--- src/rtl/cpu_param.sv ---
// cpu_param: parametrised single-issue, non-pipelined core.
// RUN executes the instruction at PC; MEM holds a registered data access until BUSYWAIT drops.
module cpu_param #(
    parameter int DATA_W = 8,
    parameter int NREGS  = 8,
    parameter int MEM_AW = 8
) (
    input  logic              CLK,
    input  logic              RESET,
    input  logic [31:0]       INSTRUCTION,
    input  logic              INSTR_BUSYWAIT,
    output logic [31:0]       PC,
    output logic              READ,
    output logic              WRITE,
    output logic [MEM_AW-1:0] ADDRESS,
    output logic [DATA_W-1:0] WRITE_DATA,
    input  logic [DATA_W-1:0] READ_DATA,
    input  logic              BUSYWAIT
);
    localparam int REG_AW = $clog2(NREGS);

    localparam logic [7:0] OP_LOADI = 8'h00;
    localparam logic [7:0] OP_MOV   = 8'h01;
    localparam logic [7:0] OP_ADD   = 8'h02;
    localparam logic [7:0] OP_SUB   = 8'h03;
    localparam logic [7:0] OP_AND   = 8'h04;
    localparam logic [7:0] OP_OR    = 8'h05;
    localparam logic [7:0] OP_J     = 8'h06;
    localparam logic [7:0] OP_BEQ   = 8'h07;
    localparam logic [7:0] OP_LWD   = 8'h08;
    localparam logic [7:0] OP_LWI   = 8'h09;
    localparam logic [7:0] OP_SWD   = 8'h0A;
    localparam logic [7:0] OP_SWI   = 8'h0B;
    localparam logic [7:0] OP_BNE   = 8'h0C;
    localparam logic [7:0] OP_SLL   = 8'h0D;
    localparam logic [7:0] OP_SRL   = 8'h0E;

    typedef enum logic {
        S_RUN,
        S_MEM
    } state_t;

    state_t state, state_next;

    logic [DATA_W-1:0] regs [NREGS];

    logic [7:0]        opcode;
    logic [REG_AW-1:0] rd, rs1, rs2;
    logic [DATA_W-1:0] rs1_val, rs2_val, imm_ext;
    logic [DATA_W-1:0] shl_res, shr_res, alu_res;
    logic [31:0]       shamt, pc_plus4, br_off, br_target, pc_next;
    logic              alu_we, is_mem, is_load, use_reg_addr;
    logic [MEM_AW-1:0] mem_addr;
    logic              reg_we;
    logic [DATA_W-1:0] reg_wd;
    logic              unused_bits;

    assign opcode  = INSTRUCTION[31:24];
    assign rd      = INSTRUCTION[16 +: REG_AW];
    assign rs1     = INSTRUCTION[8 +: REG_AW];
    assign rs2     = INSTRUCTION[0 +: REG_AW];
    assign rs1_val = regs[rs1];
    assign rs2_val = regs[rs2];
    assign imm_ext = DATA_W'($signed(INSTRUCTION[7:0]));

    assign unused_bits = ^INSTRUCTION;

    // Shift amounts of DATA_W or more flush the operand to zero.
    assign shamt   = {24'd0, INSTRUCTION[7:0]};
    assign shl_res = (shamt >= 32'(DATA_W)) ? '0 : rs1_val << shamt;
    assign shr_res = (shamt >= 32'(DATA_W)) ? '0 : rs1_val >> shamt;

    assign pc_plus4  = PC + 32'd4;
    assign br_off    = {{22{INSTRUCTION[23]}}, INSTRUCTION[23:16], 2'b00};
    assign br_target = pc_plus4 + br_off;

    always_comb begin
        alu_res      = '0;
        alu_we       = 1'b0;
        is_mem       = 1'b0;
        is_load      = 1'b0;
        use_reg_addr = 1'b0;
        pc_next      = pc_plus4;
        unique case (opcode)
            OP_LOADI: begin alu_res = imm_ext;           alu_we = 1'b1; end
            OP_MOV:   begin alu_res = rs2_val;           alu_we = 1'b1; end
            OP_ADD:   begin alu_res = rs1_val + rs2_val; alu_we = 1'b1; end
            OP_SUB:   begin alu_res = rs1_val + (~rs2_val + 1'b1); alu_we = 1'b1; end
            OP_AND:   begin alu_res = rs1_val & rs2_val; alu_we = 1'b1; end
            OP_OR:    begin alu_res = rs1_val | rs2_val; alu_we = 1'b1; end
            OP_SLL:   begin alu_res = shl_res;           alu_we = 1'b1; end
            OP_SRL:   begin alu_res = shr_res;           alu_we = 1'b1; end
            OP_J:     pc_next = br_target;
            OP_BEQ:   if (rs1_val == rs2_val) pc_next = br_target;
            OP_BNE:   if (rs1_val != rs2_val) pc_next = br_target;
            OP_LWD:   begin is_mem = 1'b1; is_load = 1'b1; use_reg_addr = 1'b1; end
            OP_LWI:   begin is_mem = 1'b1; is_load = 1'b1; end
            OP_SWD:   begin is_mem = 1'b1; use_reg_addr = 1'b1; end
            OP_SWI:   is_mem = 1'b1;
            default:  ;
        endcase
    end

    assign mem_addr = use_reg_addr ? MEM_AW'(rs2_val) : MEM_AW'(INSTRUCTION[7:0]);

    always_comb begin
        state_next = state;
        reg_we     = 1'b0;
        reg_wd     = alu_res;
        unique case (state)
            S_RUN: begin
                if (!INSTR_BUSYWAIT) begin
                    if (is_mem) state_next = S_MEM;
                    else        reg_we     = alu_we;
                end
            end
            S_MEM: begin
                // rd comes from the held instruction; READ marks a load in flight.
                if (!BUSYWAIT) begin
                    state_next = S_RUN;
                    reg_we     = READ;
                    reg_wd     = READ_DATA;
                end
            end
        endcase
    end

    always_ff @(posedge CLK) begin
        if (RESET) state <= S_RUN;
        else       state <= state_next;
    end

    always_ff @(posedge CLK) begin
        if (RESET) begin
            PC         <= '0;
            READ       <= 1'b0;
            WRITE      <= 1'b0;
            ADDRESS    <= '0;
            WRITE_DATA <= '0;
        end else if (state == S_RUN && !INSTR_BUSYWAIT) begin
            if (is_mem) begin
                READ       <= is_load;
                WRITE      <= !is_load;
                ADDRESS    <= mem_addr;
                WRITE_DATA <= rs1_val;
            end else begin
                PC <= pc_next;
            end
        end else if (state == S_MEM && !BUSYWAIT) begin
            READ  <= 1'b0;
            WRITE <= 1'b0;
            PC    <= pc_plus4;
        end
    end

    always_ff @(posedge CLK) begin
        if (RESET) begin
            for (int i = 0; i < NREGS; i++) regs[i] <= '0;
        end else if (reg_we) begin
            regs[rd] <= reg_wd;
        end
    end

endmodule

--- config.mk ---
export PLATFORM = sky130hd
export DESIGN_NAME = cpu_param
export DESIGN_NICKNAME = d
export VERILOG_FILES = /design/src/rtl/cpu_param.sv
export SDC_FILE = /design/constraint.sdc
export NUM_CORES = 1
export LEC_CHECK = 0
export BUFFER_PORTS_ARGS = -buffer_cell sky130_fd_sc_hd__clkbuf_2
export CAP_MARGIN = 25
export CORE_ASPECT_RATIO = 1.2
export CORE_MARGIN = 5
export CORE_UTILIZATION = 55
export DETAILED_ROUTE_END_ITERATION = 8
export GPL_TIMING_DRIVEN = 0
export PLACE_DENSITY = 0.78
export SYNTH_ARGS = -nofsm -noshare
export SYNTH_HDL_FRONTEND = slang
export SYNTH_SLANG_ARGS = --single-unit
--- constraint.sdc ---
create_clock -name CLK -period 3.7 [get_ports CLK]
set_input_delay 0.185 -clock CLK [delete_from_list [all_inputs] [get_ports CLK]]
set_output_delay 0.185 -clock CLK [all_outputs]
set_load 0.1 [all_outputs]
==> results.yml, run 1 <==
outcome:
  outcome: "finished with violations"
  violations: "negative setup slack"
sta:
  drv_slew: 0
  fin_skew_ns: 0.0105
  tightest_slew_ns: 1.11
  hold_viol: 0
  worst_hold_slack_ns: 0.0348
  fin_ws_ns: -0.0911
  max_freq_mhz: 264
  rsz0062_at_grt: "true"
  fin_crit_ns: 3.79
  relSlewSlack: 0.255
  period_share: 1.02
  setup_violations: 2
synthesis:
  synth_largest_area_cell: "edfxtp_1"
  async_flop_share: 0
  synth-edff-count: 64
  synthTopCellsByCount: "139 x nor2_1, 97 x nand2_1, 64 x edfxtp_1"
  netlist_area_mm2: 0.00946
  synth_area_leaders: "edfxtp_1 20%, dfxtp_1 10%, mux4_2 7.9%"
  yosysUniqueCellTypes: 74
  synth_warnings: 0
  yosysSeqAreaShare: 0.307
  synth_seq_cells: 113
  yosysTopAreaCellShare: 0.203
  postSynthCellCount: 1041
  synth_top_flop_cell: "edfxtp_1"
  synth.most_common_cell: "nor2_1"
  syn_avg_cell_area_um2: 9.09
cells_and_area:
  multi_input_area_mm2: 0.00663
  fin_nets: 1267
  postLayoutCellArea_mm2: 0.0115
  diodes: 0
  fill_cells: 1331
  register_area_mm2: 0.00296
  final_util: 0.678
  area_delta_synth_final_pct: 21.2
  instances_no_fill: 1388
  drive_gt1_frac: 0.267
route:
  route.detailed.drc: 0
  routedWlPerCell_um: 22.3
  finalWirelength_um: 30900
  ant_nets: 0
  first_pass_iters: 7
  dr.first_iter.drc_count: 855
  vias_per_cell: 6.63
  num_vias: 9201
cts:
  clock-root-buffer: "clkbuf_16"
  ctsHoldBuffers: 0
  cts_buffers: 17
  clkTransAtPathRegs_ns: 0.05
  htreeDepth: 4
  cts_tree: "yes"
  clk_path_buf_depth: 2
  cts_num_sinks: 113
  clock_latency_ns: 0.42
floorplanning:
  row_count: 52
  start_util: 0.559
  dieArea_mm2: 0.0199
  coreArea_mm2: 0.0169
  die_w_um: 130
  ios: 94
  die_h_um: 154
worst_setup_path:
  worstSetupEndpointType: "flop"
  ff2ff_path_depth: 17
  cp-startpoint: "PC[6]$_SDFFE_PP0P_"
  worstReg2RegStart: "PC[6]$_SDFFE_PP0P_"
  endpoint: "PC[31]$_SDFFE_PP0P_"
  cp-start-kind: "flop"
  arrival_ns: 4.09
  r2r_end: "PC[31]$_SDFFE_PP0P_"
  rrSetupSlack_ns: -0.09
  criticalPathCategory: "reg2reg"
  crit_fanout: 6
  required_ns: 4.00
min_path:
  hp-class: "in2reg"
placed_design:
  post-place-cells: 1337
  placed_area_mm2: 0.0102
  finalWeightedCongestion: 1.03
  hpwl_um: 22800
  portBuffers: 79
global_routing:
  grt_pass1_wl_um: 47300
  grt_pass1_vias: 8879
  grt_max_degree: 29
  overflow: 0
  antenna_found_initial: 0
  grt_usage: 0.302
power_and_ir_drop:
  p_leak_nw: 4.50
  p_total_mw: 4.08
  power-per-cell-area_mw_per_mm2: 356
  vdd_ir_drop_max_v: 0.000350
flow_run:
  drv_cap: 0
-- worst max-delay path, stage by stage, from the launching register on --
cell and delay (ns):
dfxtp_4 0.37, nand3_4 0.09, nor2_4 0.26, buf_6 0.14, nand2_2 0.04, or2_4 0.31
nor2_4 0.12, xor2_2 0.09, ha_1 0.31, nand3_2 0.12, nor3_4 0.30, nand4_1 0.23
nand4_1 0.22, nand2_1 0.09, a21oi_2 0.18, mux2i_1 0.23, mux2i_1 0.22, mux2_1 0.33
-- area by class of cell --
cell class              instances  share of cell area
plain buffers                  52              0.0238
clock buffers                  17              0.0371
clock inverters                12              0.0127
inverters                      36              0.0118
multi-input cells             835               0.579
flip-flops and latches        113               0.259
well taps                     216              0.0236
repair buffers                107              0.0538
-- kinds of logic after synthesis --
| family | share of synthesized area |
|---|---|
| DFF | 0.307 |
| AOI/OAI and AO/OA | 0.187 |
| adders and majority gates | 0.0830 |
| xor gates and xnor gates | 0.0509 |
| buffers and inverters | 0.0419 |
| muxes | 0.138 |
| and+or+nand+nor | 0.192 |
| other | 0.000396 |
-- sequential cells by signal, summed over array words and instances (netlist names) --
name / flops
state: 1
PC: 30
ADDRESS: 8
WRITE_DATA: 8
WRITE: 1
READ: 1
regs: 64
-- routing by layer --
| metal | up-vias | part of all wire | GRT usage | wire length [um] |
|---|---|---|---|---|
| met5 | - | 0 | 0 | 0 |
| met3 | 131 | 0.080 | 0.0611 | 2460 |
| met1 | 4375 | 0.37 | 0.362 | 11300 |
| met2 | 556 | 0.50 | 0.508 | 15300 |
| li1 | 4139 | - | - | - |
| met4 | 0 | 0.059 | 0.158 | 1830 |
-- repair_timing --
item | CTS | global route
gates resized for setup | 53 | 67
setup endpoints to repair | 86 | 45
pin swaps | 13 | 22
cloned | 0 | 0
setup buffers | 15 | 13
-- per-stage QoR --
step           setup slack, ns  TNS, ns
2_1_floorplan           -0.167   -0.167
6_report               -0.0911   -0.115
4_1_cts                0.00204        0
3_5_place_dp             -1.35   -89.15
5_1_grt                 -0.228   -0.431
3_3_place_gp             -1.30   -89.59
-- how the worst min path moves through the flow --
stage,startpoint,endpoint,slack [ns],depth (start not counted)
after CTS,BUSYWAIT,state$_SDFF_PP0_,0.02,3
after detailed placement,ADDRESS[4]$_SDFFE_PP0P_,ADDRESS[4]$_SDFFE_PP0P_,0.45,2
after global placement,ADDRESS[4]$_SDFFE_PP0P_,ADDRESS[4]$_SDFFE_PP0P_,0.44,2
final,BUSYWAIT,state$_SDFF_PP0_,0.03,3
after global routing,BUSYWAIT,state$_SDFF_PP0_,0.08,3
after floorplan,BUSYWAIT,state$_SDFF_PP0_,0.33,2
-- where the power goes --
part	internal, mW	switching (mW)
Clock	1.04	0.587
Combinational	0.381	0.662
Sequential	1.37	0.0454
Total	2.78	1.29
-- cells in the final DEF, fill, tap and decap left out, drive strengths merged, types with 42 or more instances in the layout --
cell    synthesis  routed
ha             58      58
o21ai          60      60
a21oi          61      61
clkbuf         42     131
dfxtp          49      49
edfxtp         64      64
nand2          97      97
mux4           42      42
nor2          139     139
buf            16      45
Power figures use the tool's default switching activity.
==> run 2, diff against run 1 <==
--- a/config.mk
+++ b/config.mk
@@ -12,6 +12,7 @@
 export CORE_UTILIZATION = 55
 export DETAILED_ROUTE_END_ITERATION = 8
 export GPL_TIMING_DRIVEN = 0
+export MAX_ROUTING_LAYER = met4
 export PLACE_DENSITY = 0.78
 export SYNTH_ARGS = -nofsm -noshare
 export SYNTH_HDL_FRONTEND = slang
==> run 2 against run 1 <==
- via count decreased by 0.54%
- critical endpoint unchanged
- final cell count increased by 0.22%
- hold slack improved by 0.0053 ns
- die area unchanged
- sequential share of layout area about the same
- the flow still finishes with violations (negative setup slack)
- clock power about the same
- worst setup slack got worse by 0.010 ns
- global-route usage increased by 1.0 points
==> results.yml, run 2 (synthesized netlist as in run 1, its figures left out) <==
outcome:
  outcome: "finished with violations"
  violations: "negative setup slack"
cells_and_area:
  area_delta_synth_final_pct: 21.3
  final_common_cell: "nor2_1"
  largest_reg_flops: 64
  regMostFlops: "regs"
  top_regs: "regs (64), PC (30)"
  layout_common_cells: "137 x nor2_1, 95 x nand2_1, 83 x clkbuf_2"
  instances_no_fill: 1391
  fin_nets: 1266
  drive_gt1_frac: 0.267
route:
  drt-met1-wl_um: 11300
  wl_met2_um: 15200
  first_pass_iters: 8
  finalWirelength_um: 30900
  route.detailed.drc: 0
  num_vias: 9151
  ant_nets: 0
  dr.first_iter.drc_count: 936
  vias_per_cell: 6.58
  highest_layer: "met4"
  routedWlPerCell_um: 22.2
  dr_wl_met3_um: 2340
global_routing:
  grt_max_degree: 29
  grt_usage: 0.313
  overflow: 0
  grt_pass1_wl_um: 47000
  grt_pass1_vias: 8758
  antenna_found_initial: 1
sta:
  fin_skew_ns: 0.0105
  worst_hold_slack_ns: 0.0401
  period_share: 1.03
  fin_ws_ns: -0.101
  hold_viol: 0
  fin_crit_ns: 3.80
  max_freq_mhz: 263
  rsz0062_at_grt: "true"
  drv_slew: 0
  relSlewSlack: 0.247
  setup_violations: 1
  tightest_slew_ns: 1.12
worst_setup_path:
  required_ns: 4.00
  criticalPathCategory: "reg2reg"
  worstSetupEndpointType: "flop"
  arrival_ns: 4.10
  cp-start-kind: "flop"
  crit_fanout: 7
cts:
  clkTransAtPathRegs_ns: 0.05
  cts_num_sinks: 113
  cts_buffers: 17
  clock_latency_ns: 0.43
  clk_path_buf_depth: 2
  clock-root-buffer: "clkbuf_16"
  cts_tree: "yes"
  htreeDepth: 4
floorplanning:
  start_util: 0.559
  coreArea_mm2: 0.0169
  row_count: 52
  dieArea_mm2: 0.0199
  die_w_um: 130
  ios: 94
  die_h_um: 154
placed_design:
  pre_cts_slack_ns: -1.34
  portBuffers: 79
  post-place-cells: 1337
  finalWeightedCongestion: 1.04
  hpwl_um: 23000
power_and_ir_drop:
  p_leak_nw: 4.47
  vdd_ir_drop_max_v: 0.000354
  power-per-cell-area_mw_per_mm2: 354
min_path:
  hp-class: "in2reg"
flow_run:
  drv_cap: 0
run 2: changes by cell type in the layout (fill, tap and decap cells not counted), sizes merged:
cell | previous run | this run
clkinv | 7 | 4
bufinv | 3 | 2
buf | 45 | 43
clkinvlp | 2 | 4
clkbuf | 131 | 137
diode | 0 | 1
run 2: metal layers:
layer / global-route usage / vias up
met5: - / -
met4: 0.167 / 0
met3: 0.0538 / 142
met2: 0.521 / 523
met1: 0.355 / 4337
li1: - / 4149
run 2: cell type report:
class / count / area, um2
timing repair buffer: 105 / 607
multi-input combinational: 835 / 6630
tap: 216 / 270
clock buffer: 22 / 464
fill: 1334 / 5440
antenna: 1 / 2.50
buffer: 53 / 284
sequential: 113 / 2960
inverter: 36 / 135
clock inverter: 10 / 113
run 2: worst max-delay path: stages, from the launching register on:
cell      delay (ns)
dfxtp_4         0.37
nand3_4         0.09
nor2_4          0.24
and3_4          0.24
nand2_1         0.09
xnor2_2         0.15
ha_1            0.27
clkbuf_1        0.27
nand2_1         0.13
o21ai_0         0.38
a21oi_1         0.17
nand4_1         0.15
nand2_1         0.11
a21oi_2         0.20
mux2i_1         0.25
mux2i_1         0.23
mux2_1          0.34
run 2: where the power goes:
part,internal [mW],switching (mW),total [mW]
clock,1.02,0.601,1.62
sequential,1.37,0.0450,1.41
combinational,0.375,0.659,1.03
run 2: metrics by stage:
step | utilization | setup TNS [ns] | cell area [um2] | power, mW
6_report | 0.678 | -0.101 | 11500 | 4.07
5_1_grt | 0.678 | -0.376 | 11500 | 4.20
4_1_cts | 0.656 | 0 | 11100 | 4.00
3_5_place_dp | 0.606 | -83.60 | 10200 | 2.36
3_3_place_gp | 0.606 | -77.76 | 10200 | 2.34
2_1_floorplan | - | -0.167 | 9580 | 2.12
run 2: path summary, 6_finish.rpt:
path,from,end,slack [ns],cells after the start
worst min register to register,ADDRESS[3]$_SDFFE_PP0P_,ADDRESS[3]$_SDFFE_PP0P_,0.45,2
worst min-delay path,BUSYWAIT,state$_SDFF_PP0_,0.04,3
worst max-delay path,PC[6]$_SDFFE_PP0P_,PC[31]$_SDFFE_PP0P_,-0.10,16
worst max register to register,PC[6]$_SDFFE_PP0P_,PC[31]$_SDFFE_PP0P_,-0.10,16
run 2: timing repair:
item,in CTS,in global routing
hold endpoints to repair,0,0
buffers inserted,9,16
setup endpoints to repair,86,73
resized for setup,55,70
pin swaps,14,24
hold buffers,0,0
